$ cat src/rtl/serial_subtract_ctrl.sv
// Bit-serial subtractor: one full_subtractor cell is reused for WIDTH cycles,
// LSB first, computing A - B - Bin with a registered borrow chaining the bits.

// Single-bit full subtractor cell: d = a - b - bin, bout = borrow out.
module full_subtractor (
    input  logic a,
    input  logic b,
    input  logic bin,
    output logic d,
    output logic bout
);
    assign d    = a ^ b ^ bin;
    assign bout = (~a & b) | (~(a ^ b) & bin);
endmodule

module serial_subtract_ctrl #(
    parameter int WIDTH = 8
) (
    input  logic             clk,
    input  logic             rst_n,
    input  logic             start,
    input  logic [WIDTH-1:0] a,
    input  logic [WIDTH-1:0] b,
    input  logic             bin,
    output logic             ready,
    output logic             busy,
    output logic             done,
    output logic [WIDTH-1:0] diff,
    output logic             borrow_out
);
    localparam int CW = $clog2(WIDTH) + 1;
    localparam logic [CW-1:0] LAST = CW'(WIDTH - 1);

    // One-hot so ready and done each come straight off a single flop.
    typedef enum logic [2:0] {
        IDLE = 3'b001,
        RUN  = 3'b010,
        DONE = 3'b100
    } state_t;

    state_t           state, state_nx;
    logic [WIDTH-1:0] a_sh, b_sh, d_sh, d_nx;
    logic [CW-1:0]    cnt;
    logic             borrow_q;
    logic             cell_d, cell_b;
    logic             last;

    full_subtractor u_fs (
        .a    (a_sh[0]),
        .b    (b_sh[0]),
        .bin  (borrow_q),
        .d    (cell_d),
        .bout (cell_b)
    );

    // Next value of the result shifter: new bit enters at the MSB.
    generate
        if (WIDTH == 1) begin : g_w1
            assign d_nx = cell_d;
        end else begin : g_wn
            assign d_nx = {cell_d, d_sh[WIDTH-1:1]};
        end
    endgenerate

    assign last  = (cnt == LAST);
    assign ready = state[0];
    assign busy  = state[1] | state[2];
    assign done  = state[2];

    // State register.
    always_ff @(posedge clk or negedge rst_n) begin
        if (!rst_n) state <= IDLE;
        else        state <= state_nx;
    end

    // Next-state: IDLE -> RUN on start, RUN -> DONE after WIDTH bits, DONE -> IDLE.
    always_comb begin
        state_nx = state;
        case (state)
            IDLE:    if (start) state_nx = RUN;
            RUN:     if (last)  state_nx = DONE;
            DONE:    state_nx = IDLE;
            default: state_nx = IDLE;
        endcase
    end

    // Datapath: capture operands on accept, shift one bit per RUN cycle,
    // publish result only on the final RUN edge so outputs hold otherwise.
    always_ff @(posedge clk or negedge rst_n) begin
        if (!rst_n) begin
            a_sh       <= '0;
            b_sh       <= '0;
            d_sh       <= '0;
            borrow_q   <= 1'b0;
            cnt        <= '0;
            diff       <= '0;
            borrow_out <= 1'b0;
        end else begin
            case (state)
                IDLE: if (start) begin
                    a_sh     <= a;
                    b_sh     <= b;
                    borrow_q <= bin;
                    cnt      <= '0;
                end
                RUN: begin
                    d_sh     <= d_nx;
                    a_sh     <= a_sh >> 1;
                    b_sh     <= b_sh >> 1;
                    borrow_q <= cell_b;
                    cnt      <= cnt + CW'(1);
                    if (last) begin
                        diff       <= d_nx;
                        borrow_out <= cell_b;
                    end
                end
                default: ;
            endcase
        end
    end
endmodule

$ cat config.mk
export PLATFORM = sky130hd
export DESIGN_NAME = serial_subtract_ctrl
export DESIGN_NICKNAME = d
export VERILOG_FILES = /design/src/rtl/serial_subtract_ctrl.sv
export SDC_FILE = /design/constraint.sdc
export NUM_CORES = 1
export LEC_CHECK = 0
export CAP_MARGIN = 20
export CORE_ASPECT_RATIO = 0.8
export CORE_UTILIZATION = 50
export CTS_BUF_LIST = sky130_fd_sc_hd__clkbuf_4
export CTS_CLUSTER_DIAMETER = 60
export DETAILED_ROUTE_END_ITERATION = 6
export GPL_TIMING_DRIVEN = 0
export PLACE_DENSITY = 0.88
export SETUP_SLACK_MARGIN = 0.5
export SLEW_MARGIN = 20
export SYNTH_ARGS = -nofsm -noshare
export SYNTH_HDL_FRONTEND = slang
export SYNTH_SLANG_ARGS = --single-unit
$ cat constraint.sdc
create_clock -name clk -period 3.5 [get_ports clk]
set_input_delay 0.7 -clock clk [delete_from_list [all_inputs] [get_ports clk]]
set_output_delay 0.7 -clock clk [all_outputs]
set_load 0.02 [all_outputs]
==> flow_summary.yaml, run 1 <==
grt:
  track_usage_pct: 18.8
  grt_max_degree: 25
  overflow: 0
  antenna_found_initial: 0
  grt_pass1_wl_um: 4890
  grt_pass1_vias: 1139
power_and_ir_drop:
  p_sw_share_pct: 33.5
  peakVddDrop_mv: 0.341
  power.density_nw_per_um2: 663
  p_leak_nw: 0.938
  seqPwrFrac_pct: 51.2
  intPower_uw: 951
  p_clk_share_pct: 15.2
  switching_power_uw: 480
  p_comb_share_pct: 33.6
routing:
  detail_route.first_pass.iterations: 4
  ant_nets: 0
  routed_wirelength_um: 3080
  vias: 1132
  drtIter0Drc: 57
  avgRoutedWirePerCell_um: 14.4
  via_per_inst: 5.29
  drc: 0
critical_path:
  endpoint_kind: "output port"
  path_max_fanout: 5
  crit_arrival_ns: 1.61
  cp-start-kind: "register"
  rrSetupSlack_ns: 1.74
  endpoint: "busy"
  r2r_start: "state[2]"
  reg2reg_to: "diff[1]"
  crit_type: "reg2out"
  cp.required_ns: 2.80
  r2r_cells: 4
  startpoint: "state[2]"
synthesis:
  ys_seq_area_share_pct: 58.2
  ys_ff_latch: 40
  syn_area_um2: 1720
  syn_avg_cell_area_um2: 12.8
  syn_nets: 156
  synthCells: 134
  ys_warn_count: 0
  synth_cell_types: 24
cells_and_area:
  diodes: 0
  layout-drive-gt1-share_pct: 19.5
  nFillCells: 238
  area_growth_syn_to_layout_pct: 25.2
  nNetsFinal: 195
status:
  status: "finished, final reports clean"
floorplanning:
  rows: 18
  die_w_um: 67.6
  dieArea_um2: 3680
  initial_core_util_pct: 54.2
  die_y_um: 54.5
  core_area_um2: 3180
  io_pins: 32
placed_design:
  portBuffers: 31
  place.gp.congestion: 0.712
  hpwl_um: 2300
clock_tree:
  cts_tree: "built"
  clk_latency_ns: 0.34
  cts_resized: 0
  path_clk_slew_ns: 0.11
  ctsHtreeMaxLevel: 2
  cts_buffers: 5
  cts_buffer_depth: 2
  post-cts-setup-buffers: 0
  cts.sinks: 40
  cts-root-buf: "clkbuf_4"
  cts_hold_buffers: 0
sta:
  slew-limit-headroom_pct: 71.1
  rsz0062_at_grt: "no"
  fin_hold_ws_ns: 0.281
  setup_viol: 0
  drv_slew: 0
  finalSetupTns_ns: 0
  fin_crit_ns: 2.31
  worst_pin_slew_ns: 0.434
  max_freq_mhz: 433
  fin_crit_sh_pct: 66.0
  fin_skew_ns: 0.00361
  hold_viol_final: 0
job:
  maxCapViolCount: 0
hold_path:
  hold_class: "in2async"
-- critical path, cell delays in order (launching register included) --
cell	delay, ns
dfrtp_1	0.45
or2_2	0.29
clkdlybuf4s50_1	0.53
-- layout make-up --
class                      count  area [µm²]  share of cell area, %
sequential                    40        1000                   46.5
multi-input combinational     84         666                   30.9
timing repair buffer          32         333                   15.4
tap                           40        50.0                   2.32
buffer                         7        42.5                   1.97
clock buffer                   5        37.5                   1.74
clock inverter                 3        13.8                  0.638
inverter                       3        11.3                  0.522
-- power groups by stage --
stage / sequential (mW) / clock, mW / combinational [mW]
2_1_floorplan: 0.716 / 0 / 0.345
3_3_place_gp: 0.726 / 0 / 0.449
3_5_place_dp: 0.739 / 0 / 0.483
4_1_cts: 0.732 / 0.223 / 0.485
5_1_grt: 0.754 / 0.242 / 0.529
6_report: 0.732 / 0.218 / 0.480
-- flip-flops by register name, summed over array words and instances, names as in the netlist --
| register | count |
|---|---|
| cnt | 4 |
| borrow_out | 1 |
| b_sh | 8 |
| d_sh | 7 |
| a_sh | 8 |
| borrow_q | 1 |
| state | 3 |
| diff | 8 |
-- layer usage --
layer  track usage [%]  up-vias  wire length (µm)
li1                  -      538                 -
met1              22.7      560              1420
met2              32.7       27              1500
met3              3.75        7                91
met4              8.87        0                64
met5                 0        -                 0
-- synth_stat cells --
| cell | instances | share of area [%] |
|---|---|---|
| a21oi_1 | 1 | 0.29 |
| a22o_1 | 2 | 1.0 |
| and4bb_2 | 1 | 0.73 |
| buf_2 | 1 | 0.29 |
| buf_4 | 2 | 0.87 |
| buf_6 | 1 | 0.65 |
| clkbuf_1 | 3 | 0.65 |
| dfrtp_1 | 39 | 57 |
| dfstp_2 | 1 | 1.5 |
| fa_1 | 1 | 1.2 |
| ha_1 | 1 | 0.73 |
| inv_1 | 3 | 0.65 |
| mux2_2 | 17 | 11 |
| mux2i_1 | 20 | 12 |
| nand2_1 | 16 | 3.5 |
| nand3_1 | 1 | 0.29 |
| nand3b_1 | 1 | 0.44 |
| nor2_1 | 3 | 0.65 |
| nor2b_1 | 1 | 0.36 |
| nor3b_1 | 1 | 0.44 |
| nor3b_4 | 1 | 1.1 |
| o21ai_0 | 15 | 4.4 |
| or2_2 | 1 | 0.36 |
| xnor2_1 | 1 | 0.51 |
-- through the flow --
step | setup slack (ns) | power, mW | utilization [%] | instances | area [µm²]
after detailed placement | 1.20 | 1.22 | 66.3 | 206 | 2100
after CTS | 1.18 | 1.44 | 67.9 | 214 | 2160
final | 1.19 | 1.43 | 67.9 | 214 | 2160
after floorplan | 1.84 | 1.06 | - | 134 | 1720
after global routing | 1.14 | 1.53 | 67.9 | 214 | 2160
after global placement | 0.863 | 1.17 | 65.6 | 205 | 2080
-- cells by family (layout without fill, tap and decap cells) --
group,count (synthesis),after routing,synth area share [%]
adders and majority gates,2,2,1.89
and+or+nand+nor,26,26,7.85
buffers and inverters,10,50,3.12
DFF,40,40,58.2
xor gates and xnor gates,1,1,0.509
AOI/OAI and AO/OA,18,18,5.67
muxes,37,37,22.7
-- layout by cell type (no fill, tap or decap), types with 3 or more instances in the layout --
master | Yosys | final
inv_1 | 3 | 3
nor2_1 | 3 | 3
mux2_2 | 17 | 17
clkdlybuf4s50_1 | 0 | 30
dfrtp_1 | 39 | 39
nand2_1 | 16 | 16
clkbuf_1 | 3 | 3
mux2i_1 | 20 | 20
clkbuf_4 | 0 | 5
o21ai_0 | 15 | 15
-- worst min path at each step --
stage | start | to | slack [ns] | cells after the start
3_5_place_dp | a_sh[3] | a_sh[2] | 0.48 | 2
4_1_cts | rst_n | b_sh[7] | 0.28 | 1
3_3_place_gp | a_sh[7] | a_sh[6] | 0.46 | 2
6_report | rst_n | b_sh[7] | 0.28 | 1
2_1_floorplan | rst_n | a_sh[0] | 0.40 | 0
5_1_grt | rst_n | b_sh[7] | 0.30 | 1
No activity file was read; power rests on OpenSTA's default activity.
==> run 2, diff against run 1 <==
--- a/config.mk
+++ b/config.mk
@@ -7,7 +7,7 @@
 export LEC_CHECK = 0
 export CAP_MARGIN = 20
 export CORE_ASPECT_RATIO = 0.8
-export CORE_UTILIZATION = 50
+export CORE_UTILIZATION = 48
 export CTS_BUF_LIST = sky130_fd_sc_hd__clkbuf_4
 export CTS_CLUSTER_DIAMETER = 60
 export DETAILED_ROUTE_END_ITERATION = 6
==> constraint.sdc (replaced) <==
create_clock -name clk -period 1.9 [get_ports clk]
set_input_delay 0.38 -clock clk [delete_from_list [all_inputs] [get_ports clk]]
set_output_delay 0.38 -clock clk [all_outputs]
set_load 0.02 [all_outputs]
==> flow_summary.yaml, run 2 (synthesis results as in run 1) <==
sta:
  max_freq_mhz: 623
  slew-limit-headroom_pct: 75.9
  rsz0062_at_grt: "yes"
  fin_skew_ns: 0.00543
  hold_viol_final: 0
  worst_pin_slew_ns: 0.361
  drv_slew: 0
  setup_viol: 0
  fin_crit_ns: 1.60
  fin_crit_sh_pct: 84.4
  setup_ws_ns: 0.296
hold_path:
  hold_class: "in2async"
grt:
  overflow: 0
  grt_pass1_wl_um: 5530
  antenna_found_initial: 0
  grt_pass1_vias: 1220
  track_usage_pct: 20.1
  grt_max_degree: 28
critical_path:
  crit_top_cell: "buf_6"
  worst_path_max_delay_cell: "dfrtp_2"
  startpoint: "state[2]"
  crit_type: "reg2reg"
  critPathBufInv: 2
  r2r_start: "state[2]"
  crit_arrival_ns: 1.85
  crit_family: "simple AND/OR/NAND/NOR gates"
  cp-start-kind: "register"
  cp.required_ns: 2.15
  max_stage_delay_ns: 0.43
  endpoint_kind: "register"
  crit_path_cell_trace: "buf_6 -> nor3b_4 -> nor3b_2 -> buf_6 -> mux2_4"
  path_max_fanout: 10
routing:
  routed_wirelength_um: 3820
  avgRoutedWirePerCell_um: 16.3
  vias: 1209
  ant_nets: 0
  via_per_inst: 5.14
  drc: 0
  drtIter0Drc: 45
  detail_route.first_pass.iterations: 4
power_and_ir_drop:
  intPower_mw: 2.23
  p_sw_share_pct: 31.8
  p_comb_share_pct: 41.3
  p_clk_share_pct: 17.0
  switching_power_mw: 1.04
  power.density_nw_per_um2: 1330
  peakVddDrop_mv: 0.835
  seqPwrFrac_pct: 41.6
  p_total_mw: 3.26
  p_leak_nw: 1.14
clock_tree:
  ctsHtreeMaxLevel: 2
  cts.sinks: 40
  cts_buffer_depth: 2
  clk_latency_ns: 0.35
  cts_buffers: 5
  path_clk_slew_ns: 0.12
  cts_tree: "built"
  cts-root-buf: "clkbuf_4"
floorplanning:
  dieArea_um2: 3830
  rows: 19
  core_area_um2: 3420
  initial_core_util_pct: 50.3
  io_pins: 32
  die_y_um: 55.6
  die_w_um: 69.0
placed_design:
  placed_cells: 208
  place.gp.congestion: 0.775
  place_ws_ns: 0.00138
  portBuffers: 31
  hpwl_um: 2270
  placed_area_um2: 2150
cells_and_area:
  largestRegisters: "a_sh: 8 flops, b_sh: 8 flops, diff: 8 flops"
  finish.utilization_pct: 71.9
  final_cell_area_um2: 2460
  area_growth_syn_to_layout_pct: 42.9
  final_common_cell: "dfrtp_1"
  stdcell_count: 235
  nNetsFinal: 214
  final_cell_mix: "38 x dfrtp_1, 19 x mux2i_1, 18 x clkdlybuf4s50_1"
  layout-drive-gt1-share_pct: 36.3
  diodes: 0
status:
  status: "finished, final reports clean"
job:
  maxCapViolCount: 0
==> run 2: cell count changes in the layout (fill, tap and decap cells not counted), moves of 6 or more <==
cell / before / now
buf_2: 2 / 10
buf_4: 2 / 8
buf_6: 1 / 11
clkdlybuf4s50_1: 30 / 18
mux2_2: 17 / 2
mux2_4: 0 / 15
o21ai_0: 15 / 2
o21ai_1: 0 / 13
==> run 2: power groups by stage <==
stage	clock network (mW)	registers, mW	logic, mW
6_report	0.555	1.36	1.35
5_1_grt	0.584	1.39	1.46
4_1_cts	0.552	1.34	1.09
3_5_place_dp	0	1.37	0.911
3_3_place_gp	0	1.34	0.855
2_1_floorplan	0	1.32	0.669
==> run 2: layer usage <==
| metal | global-route usage [%] | wire (µm) | up-vias |
|---|---|---|---|
| met2 | 28.2 | 1780 | 29 |
| met5 | 0 | 0 | - |
| met3 | 5.17 | 156 | 9 |
| met4 | 9.04 | 72 | 0 |
| met1 | 29.2 | 1810 | 594 |
| li1 | - | - | 577 |
==> run 2: final cells by class <==
cell class,instances,area (µm²)
inverter,3,11.3
sequential,40,1000
fill,217,963
tap,42,52.6
clock buffer,5,37.5
clock inverter,3,37.5
multi-input combinational,84,738
buffer,7,76.3
timing repair buffer,51,503
==> run 2: metrics by stage <==
stage          setup TNS (ns)  hold slack [ns]
3_5_place_dp                0            0.306
2_1_floorplan               0           0.0844
5_1_grt                     0            0.484
4_1_cts                     0            0.448
6_report                    0            0.459
3_3_place_gp           -16.76            0.462
==> run 2: timing repair <==
action	in CTS	in global routing
pin swaps	2	4
gates cloned	0	2
gates resized for setup	65	20
hold buffers	1	0
hold endpoints to repair	13	0
endpoints found under the setup margin	48	44
buffers inserted	10	6
==> run 2: worst paths after layout <==
check / endpoint / cells after the start / slack, ns
worst max-delay path: diff[4] / 5 / 0.30
worst min-delay path: b_sh[6] / 2 / 0.46
worst max register to register: diff[4] / 5 / 0.30
worst min register to register: b_sh[4] / 2 / 0.50
max in group asynchronous: state[0] / 3 / 0.91
min in group clk: b_sh[4] / 2 / 0.50
